## src/rtl/circle_buf_drain.sv

```systemverilog
// Read-side sequencer for the double-banked circular capture buffer.
// Strobes a filled bank, skids the read latency, streams one frame per bank.
module circle_buf_drain #(
  parameter int aw = 13,
  parameter int dw = 16,
  parameter int fd = 4
) (
  input  logic          rclk,
  input  logic          reset,
  input  logic          enable,
  input  logic          replay,
  input  logic          bank_avail,
  input  logic [dw-1:0] buf_data,
  input  logic          buf_gate,
  output logic          stb_r,
  output logic          rewind,
  output logic [dw-1:0] m_data,
  output logic          m_valid,
  input  logic          m_ready,
  output logic          m_last,
  output logic          busy,
  output logic [15:0]   frame_cnt,
  output logic          err_ovf
);

  localparam int pw = $clog2(fd);
  localparam int cw = pw + 1;
  localparam logic [aw:0] last_idx = {1'b0, {aw{1'b1}}};

  typedef enum logic [1:0] {
    IDLE,
    READ,
    DRAIN,
    REWIND
  } state_t;

  state_t state, state_n;

  logic [aw:0]     issue_cnt;
  logic [aw:0]     deliv_cnt;
  logic [cw-1:0]   fifo_cnt;
  logic [cw-1:0]   inflight;
  logic [pw-1:0]   wr_ptr;
  logic [pw-1:0]   rd_ptr;
  logic [dw-1:0]   mem [fd];

  logic flush;
  logic discard;
  logic fifo_full;
  logic room;
  logic push;
  logic push_ok;
  logic pop;
  logic frame_done;

  // Strobes in flight count against FIFO space so a stalled
  // consumer can never cause a returning word to be dropped.
  assign room = ({1'b0, fifo_cnt} + {1'b0, inflight})
                < (cw+1)'(fd);

  assign flush      = (state == READ) && replay;
  assign discard    = flush || (state == REWIND);
  assign fifo_full  = fifo_cnt == cw'(fd);
  assign m_valid    = fifo_cnt != '0;
  assign m_data     = mem[rd_ptr];
  assign pop        = m_valid && m_ready;
  assign push       = buf_gate && !discard;
  assign push_ok    = push && (!fifo_full || pop);
  assign m_last     = m_valid && (deliv_cnt == last_idx);
  assign frame_done = pop && m_last && (state == DRAIN);
  assign busy       = state != IDLE;

  always_comb begin
    state_n = state;
    stb_r   = 1'b0;
    unique case (state)
      IDLE: begin
        if (enable && bank_avail)
          state_n = READ;
      end
      READ: begin
        if (replay) begin
          state_n = REWIND;
        end else begin
          stb_r = bank_avail && room;
          if (stb_r && (issue_cnt == last_idx))
            state_n = DRAIN;
        end
      end
      DRAIN: begin
        if (frame_done)
          state_n = IDLE;
      end
      REWIND: begin
        if (inflight == '0)
          state_n = READ;
      end
      default: state_n = IDLE;
    endcase
  end

  always_ff @(posedge rclk) begin
    if (reset) begin
      state     <= IDLE;
      rewind    <= 1'b0;
      issue_cnt <= '0;
      deliv_cnt <= '0;
      fifo_cnt  <= '0;
      inflight  <= '0;
      wr_ptr    <= '0;
      rd_ptr    <= '0;
      frame_cnt <= '0;
      err_ovf   <= 1'b0;
    end else begin
      state    <= state_n;
      rewind   <= flush;
      inflight <= inflight + cw'(stb_r) - cw'(buf_gate);
      if (push && fifo_full && !pop)
        err_ovf <= 1'b1;
      if (frame_done)
        frame_cnt <= frame_cnt + 16'd1;
      if (flush) begin
        fifo_cnt  <= '0;
        wr_ptr    <= '0;
        rd_ptr    <= '0;
        issue_cnt <= '0;
        deliv_cnt <= '0;
      end else begin
        if (push_ok)
          wr_ptr <= wr_ptr + pw'(1);
        if (pop)
          rd_ptr <= rd_ptr + pw'(1);
        fifo_cnt <= fifo_cnt + cw'(push_ok) - cw'(pop);
        if (frame_done) begin
          issue_cnt <= '0;
          deliv_cnt <= '0;
        end else begin
          issue_cnt <= issue_cnt + (aw+1)'(stb_r);
          if (pop)
            deliv_cnt <= deliv_cnt + (aw+1)'(1);
        end
      end
    end
  end

  always_ff @(posedge rclk) begin
    if (push_ok)
      mem[wr_ptr] <= buf_data;
  end

endmodule

```

## config.mk

```make
export PLATFORM = sky130hd
export DESIGN_NAME = circle_buf_drain
export DESIGN_NICKNAME = d
export VERILOG_FILES = /design/src/rtl/circle_buf_drain.sv
export SDC_FILE = /design/constraint.sdc
export NUM_CORES = 1
export LEC_CHECK = 0
export ABC_AREA = 1
export CAP_MARGIN = 20
export CORE_MARGIN = 2
export CORE_UTILIZATION = 25
export CTS_BUF_LIST = sky130_fd_sc_hd__clkbuf_8 sky130_fd_sc_hd__clkbuf_16
export CTS_CLUSTER_SIZE = 20
export DETAILED_ROUTE_END_ITERATION = 10
export GPL_ROUTABILITY_DRIVEN = 0
export PLACE_DENSITY = 0.42
export SLEW_MARGIN = 5
export SYNTH_ARGS = -nofsm -noshare
export SYNTH_HDL_FRONTEND = slang
export SYNTH_SLANG_ARGS = --single-unit
```

## constraint.sdc

```tcl
create_clock -name rclk -period 2.3 [get_ports rclk]
set_input_delay 0.575 -clock rclk [delete_from_list [all_inputs] [get_ports rclk]]
set_output_delay 0.575 -clock rclk [all_outputs]
set_load 0.01 [all_outputs]
```

==> qor.yml <==
fin_cells: 1015
ys_seq_area_share_pct: 56.06
die-area_mm2: 0.02349
synth_mux_area_share_pct: 0
finalMaxSlewViolations: 0
final_nets: 762
ys_ff_latch: 124
final-setup-viol-count: 0
cp_max_fo: 3
drt-total-wl_mm: 13.30
hpwl_mm: 9.024
required_ps: 1730
postCtsHoldBufs: 0
grt_max_degree: 17
drtIter0Drc: 141
netlist_area_mm2: 0.005570
synthSimpleGateAreaFrac_pct: 21.34
portBuffers: 60
core_mm2: 0.02182
fillers: 2212
insertion_delay_ps: 410
grt-ovfl-total: 0
path_cells: "ha_4 -> nor2_2 -> nand3b_1 -> nor3_4 -> buf_2"
syn2layout_area_growth_pct: 36.14
multi_input_area_mm2: 0.002185
synth_top_cell_area_share_pct: 34.50
antenna_found_initial: 0
hold_path_class: "register to register"
cts_max_level: 4
die_w_um: 153.3
drive_gt1_share_pct: 19.18
worstSetupStartpoint: "fifo_cnt[2]"
path_delay_family: "simple AND/OR/NAND/NOR gates"
cp.arrival_ps: 1690
syn-num-nets: 648
synth-xor-area-share_pct: 3.302
routed-via-count: 4299
crit_slowest_cell: "dfxtp_2"
place_area_mm2: 0.006865
synth_compound_area_share_pct: 8.783
relSlewSlack_pct: 71.47
io_pins: 61
synth_top_family_by_area: "simple AND/OR/NAND/NOR gates"
viasPerCell: 4.235
rsz0062_at_grt: "true"
crit_type: "register to output port"
dp.cells: 978
end_kind: "output port"
drv_cap: 0
clock_skew_ps: 10.07
cts_buffers: 17
clk_pin_slew_ps: 60
reg2reg_from: "fifo_cnt[2]"
avgSynthCellArea_um2: 9.147
cpPeakStageDelay_ps: 330
ant_nets: 0
fin_area_mm2: 0.007584
ir_worst_vdd_uv: 450.4
hp-start: "issue_cnt[8]"
seq_area_mm2: 0.003132
cts_root_buf: "clkbuf_16"
cts_tree: "built"
grt_pass1_vias: 4250
start_util_pct: 25.52
cts_sinks: 124
drt_first_pass_iters: 4
syn_inst: 609
finalHoldViolCount: 0
n_antenna_cell: 0
status: "finished, final reports clean"
wl_per_cell_um: 13.10
clock_path_buffers: 2
path_buf_inv: 1
grt_use_total_pct: 11.68
die_y_um: 153.3
p_total_w: 0.007267
start_kind: "register"
rows: 54
synth_area_leaders: "edfxtp_1 35%, dfxtp_1 22%, nor2_1 6.6%, nand2_1 6.4%, inv_1 4.6%"
tightest_slew_ps: 426.4
timing.final.crit_share_pct: 98.37
drc_errors: 0
fmax_mhz: 442.0
synth_top_area_cell: "edfxtp_1"
grt_pass1_wl_mm: 21.91
p_leak_nw: 2.764
powerDensity_mw_per_mm2: 958.2
fin_crit_ps: 2262
final_cell_mix: "93 x nand2_1, 88 x nor2_1, 67 x inv_1, 64 x edfxtp_1, 55 x dfxtp_1"
final_common_cell: "nand2_1"
synthAdderAreaFrac_pct: 3.863
ys_warn_count: 0
ys_types: 36
## kinds of logic (layout without fill, tap and decap cells)
group / count (synthesis) / after routing
simple gates: 266 / 266
flops: 124 / 124
compound gates: 93 / 93
buf+inv: 89 / 215
xor+xnor: 21 / 21
fa+ha+maj: 16 / 16
## repair_timing
action,in CTS,in global routing
gates resized for setup,33,46
buffers inserted,3,2
gates cloned,1,0
pin swaps,3,12
setup endpoints to repair,22,17
## final cells by class
cell class,count,share of cell area [%]
well taps,280,4.620
flip-flops and latches,124,41.30
clock inverters,14,1.914
inverters,75,3.778
clock buffers,17,5.610
repair buffers,109,13.97
multi-input cells,396,28.81
## power breakdown
group | leakage [nW] | internal [W] | switching (W)
clock | 0.267 | 0.00159 | 0.000976
combinational | 1.42 | 0.000888 | 0.00109
sequential | 1.07 | 0.00261 | 0.000112
## path summary, 6_finish.rpt
check | slack, ps | to | depth (start not counted)
min | 470 | issue_cnt[8] | 2
min reg2reg | 470 | issue_cnt[8] | 2
max | 40 | stb_r | 5
max reg2reg | 110 | issue_cnt[10] | 12
## per-stage QoR
| stage | hold WS, ps | utilization, % | setup TNS, ps | setup WS, ps |
|---|---|---|---|---|
| after floorplan | 453.8 | - | 0 | 9.687 |
| after global placement | 463.1 | 31.46 | -4041 | -423.1 |
| after detailed placement | 468.7 | 31.46 | -5006 | -489.3 |
| after CTS | 477.2 | 34.38 | -49.25 | -49.25 |
| after global routing | 501.3 | 34.75 | -231.6 | -54.65 |
| final | 473.7 | 34.75 | 0 | 37.53 |
## registers in the layout (all words and copies together), names as in the netlist, named ones only
name,cells
mem,64
rd_ptr,2
frame_cnt,16
rewind,1
state,2
inflight,3
deliv_cnt,14
fifo_cnt,3
wr_ptr,2
issue_cnt,14
err_ovf,1
## routing by layer
| metal | track usage [%] | part of all wire [%] | vias to the layer above |
|---|---|---|---|
| met2 | 19.37 | 48 | 86 |
| li1 | - | - | 2239 |
| met1 | 14.96 | 48 | 1968 |
| met3 | 3.516 | 4.0 | 6 |
| met5 | 0 | 0 | - |
| met4 | 2.778 | 0.67 | 0 |
## cell usage after synthesis
cell and n:
or2_2 3, nor2_4 1, clkbuf_1 9, xnor2_1 10, nand2_2 7, nand3b_1 1, inv_1 68, nand3_1 21
o21ai_1 2, buf_6 4, nor3_1 16, nand4_1 8, dfxtp_1 60, clkinv_4 1, nor3b_1 3, ha_1 14
and2_1 1, o21ai_0 42, nor3_4 1, nor2_2 4, nand4_4 1, xor2_1 11, a21oi_1 31, buf_2 1
nand2_1 95, o21bai_1 1, nor2_1 98, nand2_4 3, edfxtp_1 64, clkinv_1 2, o22ai_1 16, fa_1 2
nand3_2 1, inv_2 4, a31oi_1 1, and3_1 2
## tightest hold or removal path, stage by stage, from the launching register on
cell	delay [ps]
dfxtp_1	310
nand2_1	60
a21oi_1	50
Power figures use the tool's default switching activity.
